`config.mk`:
```
export PLATFORM = sky130hd
export DESIGN_NAME = easy_fifo_axis_pkt_flat
export DESIGN_NICKNAME = d
export VERILOG_FILES = /design/src/rtl/easy_fifo_axis_pkt_if.sv /design/src/rtl/easy_fifo_axis_pkt.sv /design/src/flat_wrapper.sv
export SDC_FILE = /design/constraint.sdc
export NUM_CORES = 2
export LEC_CHECK = 0
export CAP_MARGIN = 10
export CORE_ASPECT_RATIO = 0.6
export CORE_MARGIN = 2
export CORE_UTILIZATION = 30
export CTS_CLUSTER_DIAMETER = 30
export DETAILED_ROUTE_END_ITERATION = 6
export MAX_ROUTING_LAYER = met4
export SYNTH_ARGS = -nofsm -noshare
export SYNTH_HDL_FRONTEND = slang
export SYNTH_SLANG_ARGS = --single-unit
```
`constraint.sdc`:
```
create_clock -name clk -period 9.89 [get_ports clk]
set_input_delay 1.978 -clock clk [delete_from_list [all_inputs] [get_ports clk]]
set_output_delay 1.978 -clock clk [all_outputs]
set_load 0.05 [all_outputs]
```
`src/rtl/easy_fifo_axis_pkt_if.sv`:
```
// AXI-Stream beat interface for easy_fifo_axis_pkt.
// master drives tdata/tvalid/tlast (and tuser with EASY_FIFO_PKT_DROP_EN); slave drives tready.
interface easy_fifo_axis_pkt_if #(
   parameter int unsigned DWIDTH = 32
) ();
   logic [DWIDTH-1:0] tdata;
   logic              tvalid;
   logic              tlast;
   logic              tready;
`ifdef EASY_FIFO_PKT_DROP_EN
   logic              tuser;

   modport master (output tdata, output tvalid, output tlast, output tuser, input tready);
   modport slave  (input tdata, input tvalid, input tlast, input tuser, output tready);
`else
   modport master (output tdata, output tvalid, output tlast, input tready);
   modport slave  (input tdata, input tvalid, input tlast, output tready);
`endif
endinterface

```
`src/rtl/easy_fifo_axis_pkt.sv`:
```
// Single-clock packet-aware AXI-Stream FIFO (store-and-forward or cut-through).
// Ports: clk, rst_n (async active-low); s_axis (slave, write side); m_axis (master,
//   read side); fifo_cnt (stored words); pkt_cnt (complete packets stored);
//   almost_full / almost_empty threshold flags.
// Optional macro EASY_FIFO_PKT_DROP_EN: adds s_axis.tuser error flag and drop_cnt;
//   errored or oversize packets are discarded instead of escaping to cut-through.
module easy_fifo_axis_pkt #(
   parameter int unsigned DWIDTH        = 32,
   parameter int unsigned DEPTH         = 64,
   parameter bit          PKT_MODE      = 1'b1,
   parameter int unsigned AFULL_THRESH  = DEPTH - 4,
   parameter int unsigned AEMPTY_THRESH = 4
) (
   input  logic                      clk,
   input  logic                      rst_n,
   easy_fifo_axis_pkt_if.slave       s_axis,
   easy_fifo_axis_pkt_if.master      m_axis,
   output logic [$clog2(DEPTH):0]    fifo_cnt,
   output logic [$clog2(DEPTH):0]    pkt_cnt,
   output logic                      almost_full,
   output logic                      almost_empty
`ifdef EASY_FIFO_PKT_DROP_EN
   ,
   output logic [15:0]               drop_cnt
`endif
);
   localparam int unsigned AW = $clog2(DEPTH);
   localparam int unsigned PW = AW + 1;

   // {tlast, tdata} storage; contents need no reset
   logic [DWIDTH:0] mem_q [DEPTH];

   logic [PW-1:0] wr_ptr_q, wr_ptr_d;
   logic [PW-1:0] commit_ptr_q, commit_ptr_d;
   logic [PW-1:0] rd_ptr_q, rd_ptr_d;
   logic [PW-1:0] pkt_cnt_q, pkt_cnt_d;
   logic [PW-1:0] used, avail;
   logic          full, oversize, wr_fire, rd_fire, wr_store, out_last;

`ifdef EASY_FIFO_PKT_DROP_EN
   typedef enum logic {S_IDLE, S_DROP} state_e;
   state_e        state_q, state_d;
   logic [15:0]   drop_cnt_q, drop_cnt_d;
   logic          drop_inc;
`else
   logic          esc_q, esc_d;
`endif

   assign used     = wr_ptr_q - rd_ptr_q;
   assign avail    = commit_ptr_q - rd_ptr_q;
   assign full     = (used == PW'(DEPTH));
   // Full of one unfinished packet: store-and-forward would deadlock
   assign oversize = PKT_MODE && full && (commit_ptr_q == rd_ptr_q);

`ifdef EASY_FIFO_PKT_DROP_EN
   assign s_axis.tready = rst_n & (~full | (state_q == S_DROP));
   assign m_axis.tuser  = 1'b0;
   assign drop_cnt      = drop_cnt_q;
`else
   assign s_axis.tready = rst_n & ~full;
`endif

   assign m_axis.tvalid = (avail != '0);
   assign {m_axis.tlast, m_axis.tdata} = m_axis.tvalid ? mem_q[rd_ptr_q[AW-1:0]] : '0;

   assign wr_fire  = s_axis.tvalid & s_axis.tready;
   assign rd_fire  = m_axis.tvalid & m_axis.tready;
   assign out_last = rd_fire & m_axis.tlast;

   assign fifo_cnt     = used;
   assign pkt_cnt      = pkt_cnt_q;
   assign almost_full  = (used >= PW'(AFULL_THRESH));
   assign almost_empty = (used <= PW'(AEMPTY_THRESH));

   // Pointer, packet-count and write-mode next state
   always_comb begin
      wr_ptr_d     = wr_ptr_q;
      commit_ptr_d = commit_ptr_q;
      rd_ptr_d     = rd_ptr_q;
      pkt_cnt_d    = pkt_cnt_q;
      wr_store     = 1'b0;
`ifdef EASY_FIFO_PKT_DROP_EN
      state_d      = state_q;
      drop_cnt_d   = drop_cnt_q;
      drop_inc     = 1'b0;
`else
      esc_d        = esc_q;
`endif

      if (rd_fire) rd_ptr_d = rd_ptr_q + PW'(1);

`ifdef EASY_FIFO_PKT_DROP_EN
      case (state_q)
         S_IDLE: begin
            if (oversize) begin
               // Roll back the unfinished packet and swallow its remainder
               wr_ptr_d = commit_ptr_q;
               state_d  = S_DROP;
            end else if (wr_fire && s_axis.tlast && s_axis.tuser) begin
               wr_ptr_d = commit_ptr_q;
               drop_inc = 1'b1;
            end else if (wr_fire) begin
               wr_store = 1'b1;
               wr_ptr_d = wr_ptr_q + PW'(1);
               if (s_axis.tlast || !PKT_MODE) commit_ptr_d = wr_ptr_q + PW'(1);
            end
         end
         default: begin
            if (wr_fire && s_axis.tlast) begin
               state_d  = S_IDLE;
               drop_inc = 1'b1;
            end
         end
      endcase
      if (drop_inc && (drop_cnt_q != 16'hFFFF)) drop_cnt_d = drop_cnt_q + 16'd1;
`else
      if (oversize) esc_d = 1'b1;
      if (wr_fire) begin
         wr_store = 1'b1;
         wr_ptr_d = wr_ptr_q + PW'(1);
         if (s_axis.tlast || !PKT_MODE) commit_ptr_d = wr_ptr_q + PW'(1);
         if (s_axis.tlast) esc_d = 1'b0;
      end
      // Escape: commit tracks the write pointer until the packet's tlast lands
      if (esc_q || oversize) commit_ptr_d = wr_ptr_d;
`endif

      if ((wr_store && s_axis.tlast) && !out_last)      pkt_cnt_d = pkt_cnt_q + PW'(1);
      else if (!(wr_store && s_axis.tlast) && out_last) pkt_cnt_d = pkt_cnt_q - PW'(1);
   end

   // Data array write
   always_ff @(posedge clk) begin
      if (wr_store) mem_q[wr_ptr_q[AW-1:0]] <= {s_axis.tlast, s_axis.tdata};
   end

   // Control state registers
   always_ff @(posedge clk or negedge rst_n) begin
      if (!rst_n) begin
         wr_ptr_q     <= '0;
         commit_ptr_q <= '0;
         rd_ptr_q     <= '0;
         pkt_cnt_q    <= '0;
`ifdef EASY_FIFO_PKT_DROP_EN
         state_q      <= S_IDLE;
         drop_cnt_q   <= '0;
`else
         esc_q        <= 1'b0;
`endif
      end else begin
         wr_ptr_q     <= wr_ptr_d;
         commit_ptr_q <= commit_ptr_d;
         rd_ptr_q     <= rd_ptr_d;
         pkt_cnt_q    <= pkt_cnt_d;
`ifdef EASY_FIFO_PKT_DROP_EN
         state_q      <= state_d;
         drop_cnt_q   <= drop_cnt_d;
`else
         esc_q        <= esc_d;
`endif
      end
   end
endmodule
```
`src/flat_wrapper.sv`:
```
// flat-port wrapper written by rule: the top's interface ports become plain ports
module easy_fifo_axis_pkt_flat 
#(
   parameter int unsigned DWIDTH        = 32,
   parameter int unsigned DEPTH         = 64,
   parameter bit          PKT_MODE      = 1'b1,
   parameter int unsigned AFULL_THRESH  = DEPTH - 4,
   parameter int unsigned AEMPTY_THRESH = 4
)
  (clk, rst_n, fifo_cnt, pkt_cnt, almost_full, almost_empty, s_axis_tdata, s_axis_tvalid, s_axis_tlast, s_axis_tready, m_axis_tdata, m_axis_tvalid, m_axis_tlast, m_axis_tready);
  easy_fifo_axis_pkt_if #(.DWIDTH(DWIDTH)) s_axis_i ();
  easy_fifo_axis_pkt_if #(.DWIDTH(DWIDTH)) m_axis_i ();
  input  logic clk;
  input  logic rst_n;
  output logic [$clog2(DEPTH):0] fifo_cnt;
  output logic [$clog2(DEPTH):0] pkt_cnt;
  output logic almost_full;
  output logic almost_empty;
  input wire logic [$bits(s_axis_i.tdata)-1:0] s_axis_tdata;
  input wire logic [$bits(s_axis_i.tvalid)-1:0] s_axis_tvalid;
  input wire logic [$bits(s_axis_i.tlast)-1:0] s_axis_tlast;
  output wire logic [$bits(s_axis_i.tready)-1:0] s_axis_tready;
  output wire logic [$bits(m_axis_i.tdata)-1:0] m_axis_tdata;
  output wire logic [$bits(m_axis_i.tvalid)-1:0] m_axis_tvalid;
  output wire logic [$bits(m_axis_i.tlast)-1:0] m_axis_tlast;
  input wire logic [$bits(m_axis_i.tready)-1:0] m_axis_tready;
  assign s_axis_i.tdata = s_axis_tdata;
  assign s_axis_i.tvalid = s_axis_tvalid;
  assign s_axis_i.tlast = s_axis_tlast;
  assign s_axis_tready = s_axis_i.tready;
  assign m_axis_tdata = m_axis_i.tdata;
  assign m_axis_tvalid = m_axis_i.tvalid;
  assign m_axis_tlast = m_axis_i.tlast;
  assign m_axis_i.tready = m_axis_tready;
  easy_fifo_axis_pkt #(.DWIDTH(DWIDTH), .DEPTH(DEPTH), .PKT_MODE(PKT_MODE), .AFULL_THRESH(AFULL_THRESH), .AEMPTY_THRESH(AEMPTY_THRESH)) u_core (.clk(clk), .rst_n(rst_n), .s_axis(s_axis_i), .m_axis(m_axis_i), .fifo_cnt(fifo_cnt), .pkt_cnt(pkt_cnt), .almost_full(almost_full), .almost_empty(almost_empty));
endmodule
```
==> results.cfg <==
[status]
outcome = complete, but fails checks
violations = DRC

[grt]
overflow = 0
grt_first_pass_wirelength_um = 320000
antenna_found_initial = 14
grtUsageTotal_pct = 16.6
grt_pass1_vias = 39400
grt_start_max_net_pins = 130

[cells_and_area]
final_nets = 3862
stdcell_area_um2 = 95800
layout_commonest_cell = edfxtp_1
num-fill-cells = 25000
areaGrowthSynthToFinish_pct = 15.7
layout-drive-gt1-share_pct = 30.6
ff_latch_area_um2 = 64200
final_cell_mix = edfxtp_1, mux4_2, clkbuf_16
multi_input_area_um2 = 18200

[clock_tree]
clockBufferDepth = 4
clock_latency_ns = 0.87
hold_buffers = 0
root_buffer = clkbuf_16
cts_setup_buffers = 0
numClockSinks = 2141
cts-htree-levels = 4
cts_buffers = 219
clk_pin_slew_ns = 0.06
tritoncts = yes
post_cts_resize_count = 0

[power]
p_comb_share_pct = 32.0
power_uw = 27500
p_sw_share_pct = 32.5
leakage_uw = 0.0293
p_int_uw = 18600
ir_drop_mv = 0.260
p_per_area_nw_per_um2 = 287
seqPwrFrac_pct = 37.9
clockPowerShare_pct = 30.1
switchingPower_uw = 8930

[synthesis]
syn_area_um2 = 82800
netlist.area_leader.share_pct = 76.6
synth-edff-count = 2112
async_flop_share_pct = 1.35
syn_inst = 3575
synth-seq-area-share_pct = 77.5
ys_top_cells_by_area = edfxtp_1, mux4_2, nand2_1
ys.flop_type = edfxtp_1
synth.avg_cell_area_um2 = 23.2
synth-seq-cells = 2141
synth_warnings = 0
synthesis.nets = 3634
synth_cell_types = 61
synth_top_area_cell = edfxtp_1

[placement]
dpl_cell_area_um2 = 88700
gp_congestion = 0.791
hpwlAfterDp_um = 126000
io_buffer_count = 87

[die]
die_area_um2 = 280000
ios = 88
rows = 149
core_um2 = 275000
start_util_pct = 30.2
dieWidth_um = 682
die_h_um = 411

[sta]
period_share_pct = 81.5
finalHoldViolations = 0
fin_crit_ns = 8.06
skew_ns = 0.0517
hold_ws_ns = 0.470
tightestPinTransition_ns = 1.24
rsz0062_at_grt = false
fmax_mhz = 124
slew_viol_final = 0
finalSetupViolCount = 0
relSlewSlack_pct = 17.1
setup_tns_ns = 0

[drt]
vias = 40700
drtIter0Drc = 6080
vias_per_cell = 5.30
drtPass1Iterations = 7
wl_per_cell_um = 30.0
final_antenna_net_count = 0
totalWireLength_um = 230000
drc = 2

[critical_path]
crit_type = flip-flop to primary output
path_max_fanout = 103
critPathArrivalTime_ns = 6.08
startpoint_type = flip-flop
cp.required_ns = 7.91
worst_setup_path_end_kind = primary output

[min_path]
hp-class = flip-flop to flip-flop

[flow_run]
drv_cap = 0
-- routing by layer --
layer	routed length [µm]	vias up	global-route usage, %
met5	0	-	-
met4	4810	0	3.26
met3	23800	331	3.68
met2	101000	2265	23.4
met1	101000	22400	24.7
li1	-	15700	-
-- logic make-up (layout without fill, tap and decap cells) --
| kind of cell | Yosys count | in the layout | synth area share, % |
|---|---|---|---|
| flip-flops | 2141 | 2141 | 77.5 |
| multiplexers | 646 | 646 | 17.5 |
| AND/OR/NAND/NOR | 391 | 391 | 2.05 |
| buffers and inverters | 213 | 604 | 1.12 |
| AO/OA/AOI/OAI | 136 | 136 | 1.23 |
| XOR/XNOR | 26 | 26 | 0.275 |
| adder cells (fa/ha/maj) | 22 | 22 | 0.351 |
| other | 0 | 6 | 0 |
-- Yosys cell counts (20+ instances only) --
cell type and n:
buf_2 60, buf_1 20, a311oi_1 26, a21oi_1 27, nand2_1 216, ha_1 20, clkbuf_1 99, edfxtp_1 2112
nor2_1 83, nand3_1 21, dfrtp_1 29, mux4_2 641
-- power groups by stage --
stage               logic, µW  registers (µW)  clock network (µW)
floorplan                6060           10500                   0
global placement         8920           10600                   0
detailed placement       8930           10600                   0
CTS                      8960           10400                8390
global route             9310           10400                8770
finish                   8790           10400                8270
-- registers in the layout, indices dropped and copies added (netlist names) --
register and cells:
u_core.commit_ptr_q 7, u_core.esc_q 1, u_core.mem_q 2112, u_core.pkt_cnt 7
u_core.rd_ptr_q 7, u_core.wr_ptr_q 7
-- stage by stage --
| step | worst slack (ns) | cells | util, % |
|---|---|---|---|
| after floorplan | 2.19 | 3575 | - |
| after global placement | 2.38 | 7277 | 32.3 |
| after detailed placement | 2.77 | 7278 | 32.3 |
| after CTS | 1.87 | 7662 | 34.9 |
| after global routing | 1.68 | 7669 | 34.9 |
| final | 1.83 | 7671 | 34.9 |
-- path summary, 6_finish.rpt --
kind | endpoint | slack [ns] | from | depth (start not counted)
hold reg to reg | u_core.pkt_cnt[6] | 0.47 | u_core.pkt_cnt[6] | 1
hold / removal | u_core.pkt_cnt[6] | 0.47 | u_core.pkt_cnt[6] | 1
setup reg to reg | u_core.mem_q[53][23] | 3.28 | u_core.rd_ptr_q[0] | 12
setup / recovery | m_axis_tdata[1] | 1.83 | u_core.rd_ptr_q[1] | 11
min in group asynchronous | u_core.rd_ptr_q[1] | 1.56 | rst_n | 2
max in group asynchronous | u_core.rd_ptr_q[0] | 7.99 | rst_n | 2
-- area by class of cell --
class	count	share of cell area, %
Timing Repair Buffer	201	1.76
Clock buffer	250	5.93
Inverter	19	0.0823
Sequential cell	2141	67.0
Multi-Input combinational cell	1221	19.0
Antenna cell	6	0.0157
Tap cell	3699	4.83
Clock inverter	134	1.44
-- worst max-delay path: stages, from the launching register on --
cell and delay (ns):
dfrtp_4 0.76, buf_12 0.54, buf_4 0.91, mux4_2 0.38, nand2_1 0.07, a31oi_1 0.25
a21oi_1 0.07, nor2_1 0.10, a2111oi_0 0.08, buf_4 0.21, a311oi_1 0.57, clkdlybuf4s50_1 0.94
No activity file was read; power rests on OpenSTA's default activity.
